File: src/rtl/alu_share_arbiter.sv
// Round-robin front end that shares one alu_32 between two requesters.
// Each op runs IDLE -> ISSUE -> WAIT -> RESP and returns on one registered response bus.
module alu_share_arbiter #(
    parameter int WORD_SIZE      = 32,
    parameter int TIMEOUT_CYCLES = 15
) (
    input  logic                 clock,
    input  logic                 reset_n,
    input  logic                 req0_valid,
    input  logic                 req1_valid,
    input  logic [WORD_SIZE-1:0] req0_a,
    input  logic [WORD_SIZE-1:0] req1_a,
    input  logic [WORD_SIZE-1:0] req0_b,
    input  logic [WORD_SIZE-1:0] req1_b,
    input  logic [3:0]           req0_control,
    input  logic [3:0]           req1_control,
    output logic                 req0_ready,
    output logic                 req1_ready,
    output logic                 alu_start,
    output logic [WORD_SIZE-1:0] alu_a,
    output logic [WORD_SIZE-1:0] alu_b,
    output logic [3:0]           alu_control,
    input  logic [WORD_SIZE-1:0] alu_result,
    input  logic                 alu_zero,
    input  logic                 alu_cout,
    input  logic                 alu_overflow,
    input  logic                 alu_invalid,
    input  logic                 alu_finished,
    output logic                 rsp_valid,
    output logic                 rsp_id,
    output logic [WORD_SIZE-1:0] rsp_result,
    output logic                 rsp_zero,
    output logic                 rsp_cout,
    output logic                 rsp_overflow,
    output logic                 rsp_invalid,
    output logic                 rsp_timeout
);
    localparam int TW = $clog2(TIMEOUT_CYCLES + 1);

    typedef enum logic [1:0] {ST_IDLE, ST_ISSUE, ST_WAIT, ST_RESP} state_t;

    state_t                 state_q, state_d;
    logic                   last_grant_q, last_grant_d;
    logic [TW-1:0]          timer_q, timer_d;
    logic                   id_q, id_d;
    logic                   alu_start_q, alu_start_d;
    logic [WORD_SIZE-1:0]   alu_a_q, alu_a_d, alu_b_q, alu_b_d;
    logic [3:0]             alu_control_q, alu_control_d;
    logic                   rsp_valid_q, rsp_valid_d;
    logic                   rsp_id_q, rsp_id_d;
    logic [WORD_SIZE-1:0]   rsp_result_q, rsp_result_d;
    logic                   rsp_zero_q, rsp_zero_d, rsp_cout_q, rsp_cout_d;
    logic                   rsp_overflow_q, rsp_overflow_d, rsp_invalid_q, rsp_invalid_d;
    logic                   rsp_timeout_q, rsp_timeout_d;

    logic any_valid;
    logic grant;

    // With both valid, the requester that did not win last time gets the slot.
    assign any_valid  = req0_valid | req1_valid;
    assign grant      = (req0_valid & req1_valid) ? ~last_grant_q : req1_valid;
    assign req0_ready = (state_q == ST_IDLE) & any_valid & ~grant;
    assign req1_ready = (state_q == ST_IDLE) & any_valid & grant;

    always_comb begin
        state_d        = state_q;
        last_grant_d   = last_grant_q;
        timer_d        = timer_q;
        id_d           = id_q;
        alu_start_d    = 1'b0;
        alu_a_d        = alu_a_q;
        alu_b_d        = alu_b_q;
        alu_control_d  = alu_control_q;
        rsp_valid_d    = 1'b0;
        rsp_id_d       = rsp_id_q;
        rsp_result_d   = rsp_result_q;
        rsp_zero_d     = rsp_zero_q;
        rsp_cout_d     = rsp_cout_q;
        rsp_overflow_d = rsp_overflow_q;
        rsp_invalid_d  = rsp_invalid_q;
        rsp_timeout_d  = rsp_timeout_q;
        case (state_q)
            ST_IDLE: begin
                if (any_valid) begin
                    id_d          = grant;
                    alu_a_d       = grant ? req1_a : req0_a;
                    alu_b_d       = grant ? req1_b : req0_b;
                    alu_control_d = grant ? req1_control : req0_control;
                    alu_start_d   = 1'b1;
                    state_d       = ST_ISSUE;
                end
            end
            ST_ISSUE: begin
                timer_d = '0;
                state_d = ST_WAIT;
            end
            ST_WAIT: begin
                timer_d = timer_q + TW'(1);
                // A finish on the last allowed cycle still counts as a real result.
                if (alu_finished) begin
                    rsp_id_d       = id_q;
                    rsp_result_d   = alu_result;
                    rsp_zero_d     = alu_zero;
                    rsp_cout_d     = alu_cout;
                    rsp_overflow_d = alu_overflow;
                    rsp_invalid_d  = alu_invalid;
                    rsp_timeout_d  = 1'b0;
                    rsp_valid_d    = 1'b1;
                    state_d        = ST_RESP;
                end else if (timer_q == TW'(TIMEOUT_CYCLES - 1)) begin
                    rsp_id_d       = id_q;
                    rsp_result_d   = '0;
                    rsp_zero_d     = 1'b0;
                    rsp_cout_d     = 1'b0;
                    rsp_overflow_d = 1'b0;
                    rsp_invalid_d  = 1'b0;
                    rsp_timeout_d  = 1'b1;
                    rsp_valid_d    = 1'b1;
                    state_d        = ST_RESP;
                end
            end
            ST_RESP: begin
                last_grant_d = rsp_id_q;
                state_d      = ST_IDLE;
            end
            default: state_d = ST_IDLE;
        endcase
    end

    always_ff @(posedge clock or negedge reset_n) begin
        if (!reset_n) begin
            state_q        <= ST_IDLE;
            last_grant_q   <= 1'b1;
            timer_q        <= '0;
            id_q           <= 1'b0;
            alu_start_q    <= 1'b0;
            alu_a_q        <= '0;
            alu_b_q        <= '0;
            alu_control_q  <= '0;
            rsp_valid_q    <= 1'b0;
            rsp_id_q       <= 1'b0;
            rsp_result_q   <= '0;
            rsp_zero_q     <= 1'b0;
            rsp_cout_q     <= 1'b0;
            rsp_overflow_q <= 1'b0;
            rsp_invalid_q  <= 1'b0;
            rsp_timeout_q  <= 1'b0;
        end else begin
            state_q        <= state_d;
            last_grant_q   <= last_grant_d;
            timer_q        <= timer_d;
            id_q           <= id_d;
            alu_start_q    <= alu_start_d;
            alu_a_q        <= alu_a_d;
            alu_b_q        <= alu_b_d;
            alu_control_q  <= alu_control_d;
            rsp_valid_q    <= rsp_valid_d;
            rsp_id_q       <= rsp_id_d;
            rsp_result_q   <= rsp_result_d;
            rsp_zero_q     <= rsp_zero_d;
            rsp_cout_q     <= rsp_cout_d;
            rsp_overflow_q <= rsp_overflow_d;
            rsp_invalid_q  <= rsp_invalid_d;
            rsp_timeout_q  <= rsp_timeout_d;
        end
    end

    assign alu_start    = alu_start_q;
    assign alu_a        = alu_a_q;
    assign alu_b        = alu_b_q;
    assign alu_control  = alu_control_q;
    assign rsp_valid    = rsp_valid_q;
    assign rsp_id       = rsp_id_q;
    assign rsp_result   = rsp_result_q;
    assign rsp_zero     = rsp_zero_q;
    assign rsp_cout     = rsp_cout_q;
    assign rsp_overflow = rsp_overflow_q;
    assign rsp_invalid  = rsp_invalid_q;
    assign rsp_timeout  = rsp_timeout_q;
endmodule

File: config.mk
export PLATFORM = sky130hd
export DESIGN_NAME = alu_share_arbiter
export DESIGN_NICKNAME = d
export VERILOG_FILES = /design/src/rtl/alu_share_arbiter.sv
export SDC_FILE = /design/constraint.sdc
export NUM_CORES = 1
export LEC_CHECK = 0
export CAP_MARGIN = 20
export CORE_MARGIN = 8
export CORE_UTILIZATION = 34
export DETAILED_ROUTE_END_ITERATION = 8
export GPL_ROUTABILITY_DRIVEN = 0
export PLACE_DENSITY = 0.81
export SLEW_MARGIN = 20
export SYNTH_ARGS = -nofsm -noshare
export SYNTH_HDL_FRONTEND = slang
export SYNTH_SLANG_ARGS = --single-unit
export TNS_END_PERCENT = 30
File: constraint.sdc
create_clock -name clock -period 1.67 [get_ports clock]
set_input_delay 0.334 -clock clock [delete_from_list [all_inputs] [get_ports clock]]
set_output_delay 0.334 -clock clock [all_outputs]
set_load 0.1 [all_outputs]
==> flow_summary.json, run 1 <==
{
  "grt_overflow": 0,
  "worstPathRequired_ns": 1.34,
  "avgSynthCellArea_um2": 13.6,
  "critPathMaxFanout": 4,
  "violations": "negative setup slack",
  "reg2reg_depth": 7,
  "fmax_mhz": 528,
  "max_cap_viol_count": 0,
  "status": "finished, violations left",
  "synthXorXnorAreaFrac_pct": 0,
  "cts.sinks": 116,
  "die-width_um": 136,
  "dr_total_vias": 4536,
  "cts.clk_slew.worst_paths_ns": 0.05,
  "die_area_um2": 18600,
  "htree_levels": 4,
  "relSlewSlack_pct": 69.0,
  "synthToLayoutAreaGrowth_pct": 99.9,
  "yosys-mux-area-fraction_pct": 0.458,
  "synth_seq_cells": 116,
  "cp-start-kind": "flop",
  "yosys_warnings": 0,
  "synth_edf_count": 0,
  "route.detailed.drc": 0,
  "setup_viol": 4,
  "grt_pass1_wl_um": 28800,
  "nNetsFinal": 847,
  "grt_pass1_vias": 4933,
  "syn-instance-count": 363,
  "reg2reg_slack_ns": -0.05,
  "vias_per_cell": 5.27,
  "syn-num-nets": 546,
  "synth.most_common_cell": "dfrtp_1",
  "rsz0062_at_grt": "yes",
  "synthFlopType": "dfrtp_1",
  "synth_top_area_share_pct": 58.5,
  "tightest_slew_ns": 0.464,
  "die_y_um": 136,
  "synth_compound_area_share_pct": 22.5,
  "cp.arrival_ns": 1.56,
  "ant_nets": 0,
  "dr.pass1.iters": 4,
  "drive_above_1_share_pct": 26.9,
  "fin_tns_setup_ns": -0.486,
  "ctsLongestPathBuffers": 2,
  "period_needed_ns": 1.89,
  "dp_hpwl_um": 14200,
  "yosys-top-cells-count": "dfrtp_1, a221o_1, and2_0, a22o_1, buf_2",
  "slew_violations": 0,
  "endpoint_kind": "output pin",
  "clock_skew_ns": 0.00696,
  "wl_um": 19900,
  "yosysTopAreaCell": "dfrtp_1",
  "yosysUniqueCellTypes": 31,
  "synthArstFlopShare_pct": 100,
  "grt_max_degree": 63,
  "synthesis.area_um2": 4920,
  "ctsRootBufferMaster": "clkbuf_16",
  "synth_top_family_by_area": "compound AO/OA/AOI/OAI gates",
  "fin_ws_ns": -0.223,
  "insertion_delay_ns": 0.40,
  "path_class": "flop to output pin",
  "numCtsBuffers": 17,
  "finalHoldViolations": 0,
  "synth_area_leaders": "dfrtp_1, a221o_1, and2_0",
  "cts_tree": "yes",
  "ios": 287,
  "grt.total_usage_pct": 20.2,
  "core.rowCount": 44,
  "n_fill_cell": 981,
  "synth.yosys.seq_area_share_pct": 59.0,
  "synthSimpleGateAreaFrac_pct": 10.1,
  "diodes": 0,
  "initial_core_util_pct": 34.4,
  "fin_crit_sh_pct": 113,
  "coreArea_um2": 14300,
  "drt_iter0_drc": 270,
  "port_buffers": 286,
  "worstHoldPathType": "input port to asynchronous set/reset pin",
  "synthAdderAreaFrac_pct": 1.53,
  "antenna_found_initial": 0,
  "wire_per_inst_um": 23.1
}
-- sequential cells by signal, indices dropped and copies added (netlist names), 2 cells and up --
name and count:
state_q 2, alu_control 4, timer_q 4, rsp_result 32
alu_a 32, alu_b 32
-- path summary, 6_finish.rpt --
check                          endpoint  startpoint
max                          req1_ready  state_q[1]
min                           alu_b[10]     reset_n
max reg2reg                   alu_a[26]  state_q[1]
min reg2reg                        id_q        id_q
max in group asynchronous  last_grant_q     reset_n
min in group clock                 id_q        id_q
-- what timing repair did --
| item | 4_1_cts | 5_1_grt |
|---|---|---|
| resized for setup | 7 | 24 |
| hold buffers | 1 | 0 |
| cloned | 0 | 5 |
| setup buffers | 4 | 3 |
| endpoints found under the hold margin | 115 | 0 |
| pin swaps | 1 | 2 |
| endpoints found under the setup margin | 38 | 109 |
-- stage by stage --
stage	cell area [um2]	hold slack [ns]	util (%)	cells	worst slack, ns
3_5_place_dp	9080	0.149	63.4	818	-0.240
2_1_floorplan	4920	0.0384	-	363	-0.0792
5_1_grt	9840	0.276	68.7	860	-0.308
4_1_cts	9710	0.267	67.8	854	-0.254
6_report	9840	0.300	68.7	860	-0.223
3_3_place_gp	9080	0.146	63.4	818	-0.184
-- metal layers --
metal / up-vias / GRT usage (%) / routed length (um)
li1: 1977 / - / -
met1: 2318 / 23.3 / 7670
met2: 225 / 35.2 / 10500
met3: 16 / 6.43 / 1420
met4: 0 / 5.37 / 263
met5: - / 0 / 0
-- cells in the final DEF (no fill, tap or decap), drive strengths merged, types with 2 or more instances in the layout --
cell / Yosys / routed
nand3b: 2 / 2
o21ai: 5 / 5
clkinvlp: 0 / 3
clkinv: 0 / 5
inv: 10 / 10
a21oi: 4 / 4
a221o: 68 / 68
clkdlybuf4s50: 0 / 174
a22o: 36 / 36
ha: 6 / 6
dfrtp: 115 / 115
nand3: 4 / 4
buf: 28 / 134
clkbuf: 3 / 25
and2: 69 / 69
nand2: 3 / 3
mux2: 2 / 2
-- cell families (layout without fill, tap and decap cells) --
group	after synthesis	in the layout
flops	116	116
buf+inv	41	354
mux	2	2
compound gates	118	118
fa+ha+maj	6	6
simple gates	80	80
-- final cells by class --
class                   instances  area, um2  share of cell area (%)
repair buffers                313       4350                    44.2
flip-flops and latches        116       2900                    29.5
multi-input cells             206       1750                    17.8
clock buffers                  22        494                    5.02
well taps                     184        230                    2.34
clock inverters                 9       77.6                   0.788
inverters                      10       37.5                   0.381
-- critical path, cell delays in order (launching register included) --
cell and delay (ns):
dfrtp_1 0.39, inv_2 0.09, ha_4 0.18, nand2_4 0.07, a21oi_4 0.14, buf_6 0.12, buf_12 0.16
Power of run 1 is not shown: default switching activity piles up to over one toggle a cycle in this logic, so the estimate is an artifact.
==> inputs of run 2 (changes only) <==
--- a/config.mk
+++ b/config.mk
@@ -11,6 +11,7 @@
 export DETAILED_ROUTE_END_ITERATION = 8
 export GPL_ROUTABILITY_DRIVEN = 0
 export PLACE_DENSITY = 0.81
+export REMOVE_ABC_BUFFERS = 1
 export SLEW_MARGIN = 20
 export SYNTH_ARGS = -nofsm -noshare
 export SYNTH_HDL_FRONTEND = slang
==> flow_summary.json, run 2 (synthesis gave the netlist of run 1 again) <==
{
  "relSlewSlack_pct": 74.0,
  "cts_tree": "yes",
  "ant_nets": 0,
  "nNetsFinal": 846,
  "final_cell_mix": "clkdlybuf4s50_1, buf_12, dfrtp_1",
  "path_class": "flop to output pin",
  "mostFrequentLayoutCell": "clkdlybuf4s50_1",
  "die_y_um": 136,
  "drt_iter0_drc": 147,
  "grt_pass1_wl_um": 28200,
  "drive_above_1_share_pct": 26.3,
  "grt_overflow": 0,
  "slowest_delay_ns": 0.39,
  "final_util_pct": 68.9,
  "worstPathRequired_ns": 1.34,
  "dr_total_vias": 4427,
  "htree_levels": 4,
  "cp.arrival_ns": 1.61,
  "wire_per_inst_um": 22.1,
  "fmax_mhz": 514,
  "violations": "negative setup slack",
  "endpoint_kind": "output pin",
  "wl_um": 19000,
  "fin_ws_ns": -0.276,
  "ctsRootBufferMaster": "clkbuf_16",
  "reg2reg_depth": 7,
  "post-place-cells": 819,
  "die_area_um2": 18600,
  "rsz0062_at_grt": "yes",
  "fin_area_um2": 9870,
  "grt_pass1_vias": 4918,
  "dpl_cell_area_um2": 9070,
  "reg2reg_slack_ns": 0.03,
  "worstHoldPathType": "input port to asynchronous set/reset pin",
  "slowest_stage": "dfrtp_1",
  "cp-start-kind": "flop",
  "ios": 287,
  "ctsLongestPathBuffers": 2,
  "core.rowCount": 44,
  "timing.rr.end": "alu_b[8]",
  "dp_hpwl_um": 14200,
  "numCtsBuffers": 17,
  "dr.pass1.iters": 4,
  "status": "finished, violations left",
  "die-width_um": 136,
  "initial_core_util_pct": 34.4,
  "setup_viol": 2,
  "clock_skew_ns": 0.00881,
  "crit_buf_inv": 3,
  "critPathMaxFanout": 3,
  "critPathLaunch": "state_q[1]",
  "cts.clk_slew.worst_paths_ns": 0.06,
  "stdcell_count": 861,
  "pre_cts_slack_ns": -0.228,
  "antenna_found_initial": 1,
  "port_buffers": 286,
  "cts.sinks": 116,
  "coreArea_um2": 14300,
  "route.detailed.drc": 0,
  "max_cap_viol_count": 0,
  "fin_crit_sh_pct": 117,
  "tightest_slew_ns": 0.390,
  "grt.total_usage_pct": 19.8,
  "path_delay_family": "buffers and inverters",
  "vias_per_cell": 5.14,
  "period_needed_ns": 1.95,
  "n_fill_cell": 935,
  "slew_violations": 0,
  "crit_chain": "inv_2 > ha_4 > nand2_4 > a21oi_4 > buf_6 > buf_12",
  "finalHoldViolations": 0,
  "grt_max_degree": 72,
  "insertion_delay_ns": 0.41,
  "r2r-start": "state_q[1]",
  "synthToLayoutAreaGrowth_pct": 100
}
-- run 2: cell types whose count changed in the layout (fill, tap and decap cells not counted), sizes merged --
cell           previous run  this run
inv                      10        11
clkinv                    5         4
clkdlybuf4s50           174       175
dlygate4sd2               1         0
diode                     0         1
bufinv                    1         5
clkbuf                   25        21
-- run 2: worst register-to-register path: stages, from the launching register on --
cell     delay, ns
dfrtp_1       0.39
inv_2         0.09
ha_4          0.17
buf_4         0.12
o21ai_4       0.07
buf_12        0.18
and2_0        0.21
a221o_1       0.28
-- run 2: cell type report --
| class | instances | area [um2] | area share (%) |
|---|---|---|---|
| Timing Repair Buffer | 312 | 4310 | 43.7 |
| Clock inverter | 13 | 205 | 2.08 |
| Tap cell | 184 | 230 | 2.33 |
| Multi-Input combinational cell | 206 | 1730 | 17.5 |
| Antenna cell | 1 | 2.50 | 0.0254 |
| Sequential cell | 116 | 2900 | 29.4 |
| Clock buffer | 19 | 443 | 4.49 |
| Inverter | 10 | 37.5 | 0.380 |
-- run 2: how the worst max path moves through the flow --
stage	end	depth (start not counted)	slack, ns
after floorplan	alu_a[0]	5	-1.73
final	req0_ready	6	-0.28
after detailed placement	alu_b[8]	5	-0.23
after CTS	req0_ready	6	-0.27
after global placement	req0_ready	5	-0.22
after global routing	req0_ready	6	-0.34
-- run 2: metrics by stage --
step / setup TNS, ns / hold slack (ns)
after floorplan: -127.18 / 0.0384
after global placement: -11.48 / 0.341
final: -0.500 / 0.478
after global routing: -0.625 / 0.510
after CTS: -0.472 / 0.484
after detailed placement: -13.80 / 0.345
-- run 2: what timing repair did --
item                       CTS  global route
pin swaps                    2             1
hold buffers                 1             0
setup buffers                5             2
resized for setup            7             3
setup endpoints to repair   17            56
hold endpoints to repair   115             0
cloned                       0             2
-- run 2: routing by layer --
metal	vias to the layer above	GRT usage, %	wire, um
met5	-	0	0
met4	0	7.20	440
met3	26	8.76	2050
met2	227	32.0	9330
met1	2190	22.9	7200
li1	1984	-	-
Power of run 2 is left out for the same reason.
==> inputs of run 3 (changes only) <==
--- a/config.mk
+++ b/config.mk
@@ -10,7 +10,7 @@
 export CORE_UTILIZATION = 34
 export DETAILED_ROUTE_END_ITERATION = 8
 export GPL_ROUTABILITY_DRIVEN = 0
-export PLACE_DENSITY = 0.81
+export PLACE_DENSITY = 0.72
 export REMOVE_ABC_BUFFERS = 1
 export SLEW_MARGIN = 20
 export SYNTH_ARGS = -nofsm -noshare
==> flow_summary.json, run 3 (synthesis gave the netlist of run 1 again) <==
{
  "grt_max_degree": 60,
  "relSlewSlack_pct": 71.0,
  "coreArea_um2": 14300,
  "violations": "negative setup slack",
  "gr-usage-met1_pct": 21.8,
  "endpoint_kind": "output pin",
  "rsz0062_at_grt": "yes",
  "wire_per_inst_um": 22.4,
  "numCtsBuffers": 17,
  "path_class": "flop to output pin",
  "port_buffers": 286,
  "dr_total_vias": 4516,
  "slew_violations": 0,
  "max_cap_viol_count": 0,
  "fin_crit_sh_pct": 113,
  "die_area_um2": 18600,
  "post-place-cells": 824,
  "die-width_um": 136,
  "antenna_found_initial": 0,
  "mostFrequentLayoutCell": "clkdlybuf4s50_1",
  "drt_iter0_drc": 209,
  "grt_pass1_vias": 4957,
  "period_needed_ns": 1.88,
  "grt_use_met2_pct": 32.8,
  "cp-start-kind": "flop",
  "cts.clk_slew.worst_paths_ns": 0.06,
  "grtUsageMet3_pct": 9.61,
  "wl_um": 19500,
  "ios": 287,
  "stdcell_count": 869,
  "die_y_um": 136,
  "diodes": 0,
  "route.detailed.drc": 0,
  "critPathMaxFanout": 4,
  "grt-busiest-layer": "met2",
  "cts.sinks": 116,
  "fin_ws_ns": -0.211,
  "insertion_delay_ns": 0.41,
  "synthToLayoutAreaGrowth_pct": 103,
  "grt.total_usage_pct": 19.8,
  "worstHoldPathType": "input port to asynchronous set/reset pin",
  "dr.pass1.iters": 4,
  "tightest_slew_ns": 0.434,
  "grt_overflow": 0,
  "htree_levels": 4,
  "cts_tree": "yes",
  "vias_per_cell": 5.20,
  "fin_tns_setup_ns": -1.22,
  "finalHoldViolations": 0,
  "clock_skew_ns": 0.00694,
  "grt_pass1_wl_um": 28200,
  "reg2reg_slack_ns": -0.05,
  "setup_viol": 32,
  "cp.arrival_ns": 1.55,
  "ctsRootBufferMaster": "clkbuf_16",
  "initial_core_util_pct": 34.4,
  "drive_above_1_share_pct": 28.2,
  "core.rowCount": 44,
  "final_util_pct": 69.9,
  "worstPathRequired_ns": 1.34,
  "final_cell_mix": "clkdlybuf4s50_1, buf_12, dfrtp_1",
  "ant_nets": 0,
  "whs_ns": 0.501,
  "nNetsFinal": 855,
  "fmax_mhz": 532,
  "ctsLongestPathBuffers": 2,
  "status": "finished, violations left",
  "dp_hpwl_um": 14000
}
-- run 3: cell types whose count changed in the layout (fill, tap and decap cells not counted), moves of 2 or more --
cell / previous run / this run
and2_0: 68 / 39
and2_1: 1 / 27
and2_4: 0 / 3
buf_4: 13 / 22
buf_6: 3 / 1
clkbuf_16: 19 / 22
clkbuf_8: 1 / 3
-- run 3: path summary, 6_finish.rpt --
path / startpoint / end / depth (start not counted)
max: state_q[0] / req1_ready / 5
min: reset_n / rsp_result[16] / 3
max reg2reg: state_q[0] / state_q[1] / 8
min reg2reg: id_q / id_q / 1
max in group asynchronous: reset_n / last_grant_q / 3
min in group clock: id_q / id_q / 1
-- run 3: final cells by class --
type                    count  area (um2)
clock buffers              20         467
clock inverters            12         176
fillers                   970        4310
inverters                  10        37.5
multi-input cells         206        1770
flip-flops and latches    116        2900
well taps                 184         230
repair buffers            321        4420
-- run 3: stage by stage --
stage	instance area [um2]	setup slack, ns
floorplan	4640	-1.73
global placement	9100	-0.176
detailed placement	9100	-0.237
CTS	9800	-0.206
global route	10000	-0.266
finish	10000	-0.211
-- run 3: worst max-delay path: stages (launching register included) --
cell and delay [ns]:
dfrtp_1 0.39, inv_2 0.09, ha_4 0.18, nand2_2 0.08
a21oi_4 0.19, buf_12 0.20
-- run 3: timing repair --
| item | CTS | global route |
|---|---|---|
| endpoints found under the setup margin | 50 | 37 |
| setup buffers | 5 | 3 |
| pin swaps | 1 | 1 |
| hold buffers | 1 | 0 |
| endpoints found under the hold margin | 115 | 0 |
| resized for setup | 4 | 41 |
| gates cloned | 0 | 5 |
-- run 3: routing by layer --
layer  routed length [um]  up-vias
met4                  366        0
li1                     -     1997
met5                    0        -
met2                 9850      228
met3                 1980       25
met1                 7290     2266
Power of run 3 is left out for the same reason.
